`config.mk`:
```
export PLATFORM = sky130hd
export DESIGN_NAME = serial_frame_rx
export DESIGN_NICKNAME = d
export VERILOG_FILES = /design/src/rtl/serial_frame_pkg.sv /design/src/rtl/pb_sync_pulse.sv /design/src/rtl/serial_frame_rx.sv
export SDC_FILE = /design/constraint.sdc
export NUM_CORES = 1
export LEC_CHECK = 0
export CORE_MARGIN = 4
export CORE_UTILIZATION = 40
export DETAILED_ROUTE_END_ITERATION = 6
export PLACE_DENSITY = 0.64
export SLEW_MARGIN = 5
export SYNTH_ARGS = -nofsm -noshare
export SYNTH_HDL_FRONTEND = slang
export SYNTH_SLANG_ARGS = --single-unit
```
`constraint.sdc`:
```
create_clock -name clk -period 4.4 [get_ports clk]
set_input_delay 1.1 -clock clk [delete_from_list [all_inputs] [get_ports clk]]
set_output_delay 1.1 -clock clk [all_outputs]
set_load 0.05 [all_outputs]
```
`src/rtl/serial_frame_pkg.sv`:
```
// Shared types and helpers for serial_frame_rx: FSM state encoding, counter width and the
// hex-to-7-segment decoder.
package serial_frame_pkg;

    // Wide enough for the largest supported length field (4 bits).
    localparam int unsigned CNT_W = 4;

    typedef enum logic [1:0] {
        StSearch,
        StLen,
        StData,
        StPar
    } state_e;

    // Active-high segments {g,f,e,d,c,b,a}.
    function automatic logic [6:0] hex_to_ssd(input logic [3:0] v);
        logic [6:0] seg;
        case (v)
            4'h0:    seg = 7'h3F;
            4'h1:    seg = 7'h06;
            4'h2:    seg = 7'h5B;
            4'h3:    seg = 7'h4F;
            4'h4:    seg = 7'h66;
            4'h5:    seg = 7'h6D;
            4'h6:    seg = 7'h7D;
            4'h7:    seg = 7'h07;
            4'h8:    seg = 7'h7F;
            4'h9:    seg = 7'h6F;
            4'hA:    seg = 7'h77;
            4'hB:    seg = 7'h7C;
            4'hC:    seg = 7'h39;
            4'hD:    seg = 7'h5E;
            4'hE:    seg = 7'h79;
            default: seg = 7'h71;
        endcase
        return seg;
    endfunction

endpackage

```
`src/rtl/pb_sync_pulse.sv`:
```
// Two-flop synchroniser for an asynchronous board input. With EDGE_DETECT set the output is a
// one-clk pulse per rising edge of the synchronised level, otherwise the synchronised level.
module pb_sync_pulse #(
    parameter bit EDGE_DETECT = 1'b1
) (
    input  logic clk,
    input  logic rst,
    input  logic d_i,
    output logic q_o
);

    logic [1:0] sync_q, sync_d;

    always_comb begin
        sync_d = {sync_q[0], d_i};
    end

    always_ff @(posedge clk) begin
        if (rst) begin
            sync_q <= '0;
        end else begin
            sync_q <= sync_d;
        end
    end

    if (EDGE_DETECT) begin : g_edge
        logic prev_q, prev_d;

        always_comb begin
            prev_d = sync_q[1];
        end

        always_ff @(posedge clk) begin
            if (rst) begin
                prev_q <= 1'b0;
            end else begin
                prev_q <= prev_d;
            end
        end

        assign q_o = sync_q[1] & ~prev_q;
    end else begin : g_level
        assign q_o = sync_q[1];
    end

endmodule

```
`src/rtl/serial_frame_rx.sv`:
```
// Push-button-clocked framed serial receiver: start pattern, length field, payload forwarding,
// remaining-count 7-segment display. Define PARITY_EN for a trailing even-parity bit + frame_err.
module serial_frame_rx
    import serial_frame_pkg::*;
#(
    parameter int unsigned          PATTERN_W      = 4,
    parameter logic [PATTERN_W-1:0] PATTERN        = 4'b1011,
    parameter int unsigned          LEN_W          = 4,
    parameter bit                   SSD_ACTIVE_LOW = 1'b1
) (
    input  logic       clk,
    input  logic       rst,
    input  logic       clkPB,
    input  logic       SerIn,
    output logic       SerOutValid,
    output logic       SerOut,
`ifdef PARITY_EN
    output logic       frame_err,
`endif
    output logic [6:0] SSD
);

    function automatic logic [6:0] drive_seg(input logic [3:0] v);
        return SSD_ACTIVE_LOW ? ~hex_to_ssd(v) : hex_to_ssd(v);
    endfunction

    logic smp, ser;

    pb_sync_pulse #(.EDGE_DETECT(1'b1)) u_pb_sync (
        .clk (clk),
        .rst (rst),
        .d_i (clkPB),
        .q_o (smp)
    );

    pb_sync_pulse #(.EDGE_DETECT(1'b0)) u_ser_sync (
        .clk (clk),
        .rst (rst),
        .d_i (SerIn),
        .q_o (ser)
    );

    state_e               state_q, state_d;
    // Only the previous PATTERN_W-1 bits are kept; the incoming bit completes the window.
    logic [PATTERN_W-2:0] pat_q, pat_d;
    logic [CNT_W-2:0]     len_q, len_d;
    logic [CNT_W-1:0]     bit_q, bit_d, rem_q, rem_d;
    logic                 valid_q, valid_d, out_q, out_d;
    logic [6:0]           ssd_q, ssd_d;
`ifdef PARITY_EN
    logic                 par_q, par_d, err_q, err_d;
`endif

    logic [PATTERN_W-1:0] window;
    logic [CNT_W-1:0]     len_shift;
    logic [3:0]           disp;
    logic                 search_step;

    always_comb begin
        state_d     = state_q;
        pat_d       = pat_q;
        len_d       = len_q;
        bit_d       = bit_q;
        rem_d       = rem_q;
        valid_d     = valid_q;
        out_d       = out_q;
        ssd_d       = ssd_q;
`ifdef PARITY_EN
        par_d       = par_q;
        err_d       = err_q;
`endif
        window      = {pat_q, ser};
        len_shift   = {len_q, ser};
        disp        = 4'd0;
        search_step = 1'b0;

        if (smp) begin
            valid_d = 1'b0;
            out_d   = 1'b0;
            unique case (state_q)
                StSearch: search_step = 1'b1;
                StLen: begin
                    len_d = len_shift[CNT_W-2:0];
                    bit_d = bit_q + CNT_W'(1);
                    if (bit_q == CNT_W'(LEN_W - 1)) begin
                        len_d = '0;
                        bit_d = '0;
                        if (len_shift == '0) begin
`ifdef PARITY_EN
                            state_d = StPar;
`else
                            state_d = StSearch;
`endif
                        end else begin
                            rem_d   = len_shift;
                            disp    = len_shift;
                            state_d = StData;
                        end
                    end
                end
                StData: begin
                    if (rem_q != '0) begin
                        valid_d = 1'b1;
                        out_d   = ser;
                        rem_d   = rem_q - CNT_W'(1);
                        // Display counts the bit being presented as still remaining.
                        disp    = rem_q;
`ifdef PARITY_EN
                        par_d   = par_q ^ ser;
                        if (rem_q == CNT_W'(1)) begin
                            state_d = StPar;
                        end
`endif
                    end else begin
                        // Frame complete: this bit already belongs to the next search.
                        search_step = 1'b1;
                    end
                end
                StPar: begin
`ifdef PARITY_EN
                    err_d = par_q ^ ser;
                    par_d = 1'b0;
`endif
                    state_d = StSearch;
                end
                default: state_d = StSearch;
            endcase

            if (search_step) begin
                state_d = StSearch;
                pat_d   = window[PATTERN_W-2:0];
                if (window == PATTERN) begin
                    state_d = StLen;
                    pat_d   = '0;
                    bit_d   = '0;
                    len_d   = '0;
`ifdef PARITY_EN
                    par_d   = 1'b0;
                    err_d   = 1'b0;
`endif
                end
            end
            ssd_d = drive_seg(disp);
        end
    end

    always_ff @(posedge clk) begin
        if (rst) begin
            state_q <= StSearch;
            pat_q   <= '0;
            len_q   <= '0;
            bit_q   <= '0;
            rem_q   <= '0;
            valid_q <= 1'b0;
            out_q   <= 1'b0;
            ssd_q   <= drive_seg(4'd0);
`ifdef PARITY_EN
            par_q   <= 1'b0;
            err_q   <= 1'b0;
`endif
        end else begin
            state_q <= state_d;
            pat_q   <= pat_d;
            len_q   <= len_d;
            bit_q   <= bit_d;
            rem_q   <= rem_d;
            valid_q <= valid_d;
            out_q   <= out_d;
            ssd_q   <= ssd_d;
`ifdef PARITY_EN
            par_q   <= par_d;
            err_q   <= err_d;
`endif
        end
    end

    assign SerOutValid = valid_q;
    assign SerOut      = out_q;
    assign SSD         = ssd_q;
`ifdef PARITY_EN
    assign frame_err   = err_q;
`endif

endmodule

```
==> flow_summary.json <==
{
  "cts_buffers": 5,
  "tightestPinTransition_ns": 0.646,
  "yosys-top-cells-count": "30 x dfxtp_1, 19 x nand2_1, 15 x a21oi_1",
  "synth_seq_area_share": 0.321,
  "start_util": 0.421,
  "drt.antenna.violating_nets": 0,
  "synth_xor_area_frac": 0,
  "clock_sinks": 30,
  "pin_count": 13,
  "ys_types": 55,
  "finalCritPeriodShare": 0.669,
  "postSynthAreaPerCell_sq_um": 8.48,
  "synth_compound_gate_area_share": 0.258,
  "power.density_mw_per_mm2": 281,
  "setup_viol": 0,
  "synth_most_common_cell": "dfxtp_1",
  "drive_gt1_frac": 0.0786,
  "ys_warn_count": 0,
  "wl_per_cell_um": 15.8,
  "ys.flop_type": "dfxtp_1",
  "crit_required_ns": 4.62,
  "post_cts_resized": 0,
  "area_delta_synth_final_pct": 13.5,
  "crit_buf_inv": 3,
  "syn_inst": 221,
  "critPathKind": "register to register",
  "async_reset_ff_frac": 0,
  "crit_top_cell": "inv_1",
  "final_core_util": 0.478,
  "track_usage": 0.159,
  "grt_pass1_vias": 1593,
  "fin_skew_ns": 0.00809,
  "p_leak_nw": 0.748,
  "dp_hpwl_um": 3050,
  "yosysTopAreaCellShare": 0.321,
  "synth_top_family_by_area": "compound AO/OA/AOI/OAI gates",
  "cts_root_buf": "clkbuf_8",
  "tns_ns": 0,
  "layout_min_cycle_time_ns": 2.94,
  "status": "finished clean",
  "post_cts_buffers": 0,
  "peakVddDrop_mv": 0.157,
  "synth_simple_gate_area_frac": 0.247,
  "gp_congestion": 0.857,
  "hold_path.class": "register to register",
  "postCtsHoldBufs": 0,
  "end_kind": "register",
  "clk_latency_ns": 0.28,
  "rows": 24,
  "cts_max_level": 2,
  "cp_max_fo": 11,
  "yosys.area.top_type": "dfxtp_1",
  "drv_cap": 0,
  "synth_area_sq_mm": 0.00187,
  "viasPerCell": 5.83,
  "synth.area.top_cells": "dfxtp_1 32%, ha_1 8.0%, a21oi_1 4.0%, nand2_1 3.8%, mux2i_1 3.2%",
  "cts_max_path_buffers": 2,
  "synth_nets": 237,
  "dieArea_sq_mm": 0.00584,
  "nNetsFinal": 245,
  "crit_family": "compound AO/OA/AOI/OAI gates",
  "synth.area.mux_share": 0.0381,
  "antennaDiodeCount": 0,
  "die_h_um": 76.4,
  "antenna_found_initial": 0,
  "first_pass_iters": 4,
  "synthAdderAreaFrac": 0.0802,
  "grt_setup_unrepaired": "no",
  "worst_path_max_delay_cell": "o41ai_1",
  "critPathMaxStageDelay_ns": 0.50,
  "drc": 0,
  "grt_max_degree": 21,
  "port_buffers": 12,
  "max_freq_mhz": 340,
  "hold_viol": 0,
  "synth_enable_flop_cells": 0,
  "drt-initial-drc-count": 133,
  "synth-seq-cells": 30,
  "path_clk_slew_ns": 0.07,
  "overflow": 0,
  "critPathArrivalTime_ns": 3.16,
  "startpoint_type": "register",
  "core_sq_mm": 0.00444,
  "routed_wl_um": 4430,
  "cts_tree": "built",
  "final-max-slew-violation-count": 0,
  "die_x_um": 76.4,
  "path_cells": "inv_1 > ha_1 > and4bb_2 > a32o_1 > nand2_1 > inv_1 > ha_1 > inv_1 > o41ai_1 > a21oi_1 > a31oi_1",
  "relSlewSlack": 0.569,
  "grt_pass1_wl_um": 7570,
  "vias": 1637
}
[worst paths after layout]
path	from	endpoint	slack, ns	depth (start not counted)
setup / recovery	state_q[1]$_SDFFE_PP0P_	SSD[5]$_SDFFE_PP0P_	1.46	11
hold / removal	u_ser_sync.sync_q[0]$_SDFF_PP0_	u_ser_sync.sync_q[1]$_SDFF_PP0_	0.44	1
setup reg to reg	state_q[1]$_SDFFE_PP0P_	SSD[5]$_SDFFE_PP0P_	1.46	11
hold reg to reg	u_ser_sync.sync_q[0]$_SDFF_PP0_	u_ser_sync.sync_q[1]$_SDFF_PP0_	0.44	1
[metrics by stage]
stage	instances	total power [mW]	hold slack [ns]	setup WS [ns]	instance area (sq um)
floorplan	221	0.309	0.414	2.05	1870
global placement	274	0.322	0.419	1.58	2010
detailed placement	274	0.322	0.430	1.57	2010
CTS	281	0.608	0.447	1.51	2130
global route	281	0.622	0.463	1.19	2130
finish	281	0.598	0.439	1.46	2130
[layer usage]
layer / global-route usage / vias up / routed length [um] / share of wire
met2: 0.249 / 48 / 1980 / 0.45
li1: - / 831 / - / -
met5: 0 / - / 0 / 0
met1: 0.208 / 749 / 2140 / 0.48
met3: 0.0485 / 9 / 233 / 0.053
met4: 0.0525 / 0 / 70 / 0.016
[layout make-up]
class	count	area, sq um
Sequential cell	30	601
Timing Repair Buffer	14	135
Clock buffer	6	82.6
Fill cell	426	2320
Clock inverter	1	30.0
Tap cell	52	65.1
Multi-Input combinational cell	166	1170
Inverter	12	45.0
[sequential cells by signal, indices dropped and copies added, names as in the netlist, 2 cells and up]
signal,cells
rem_q,4
pat_q,3
bit_q,4
SSD,7
state_q,2
len_q,3
u_ser_sync.sync_q,2
u_pb_sync.sync_q,2
[power by group]
part | switching (mW) | internal [mW] | total, mW
Combinational | 0.0234 | 0.0132 | 0.0367
Sequential | 0.00283 | 0.276 | 0.279
Clock | 0.101 | 0.181 | 0.282
Total | 0.127 | 0.470 | 0.598
[cell families (layout without fill, tap and decap cells)]
kind of cell             Yosys count  in the layout
AND/OR/NAND/NOR                   80             80
flip-flops                        30             30
AO/OA/AOI/OAI                     67             67
adder cells (fa/ha/maj)           12             12
multiplexers                       7              7
buffers and inverters             25             33
[placed cells by master (no fill, tap or decap), drive strengths merged, types with 4 or more instances in the layout]
| cell | netlist | final |
|---|---|---|
| dfxtp | 30 | 30 |
| nand2 | 19 | 19 |
| a21oi | 16 | 16 |
| inv | 12 | 12 |
| ha | 12 | 12 |
| clkdlybuf4s50 | 0 | 12 |
| nand3 | 11 | 11 |
| nor2 | 10 | 10 |
| o21ai | 10 | 10 |
| nor2b | 8 | 8 |
| nand2b | 6 | 6 |
| mux2i | 6 | 6 |
| clkbuf | 5 | 6 |
| o211ai | 5 | 5 |
| nand4 | 4 | 4 |
| nand3b | 4 | 4 |
| a31oi | 4 | 4 |
| o21a | 4 | 4 |
[worst register-to-register path: cells and delay by family (launching register included)]
family	cells	cell delay, ns
buffers and inverters	3	0.35
DFF	1	0.33
AOI/OAI and AO/OA	4	1.05
and+or+nand+nor	2	0.49
adders and majority gates	2	0.66
Note: power is estimated with default switching activity, not from simulation.
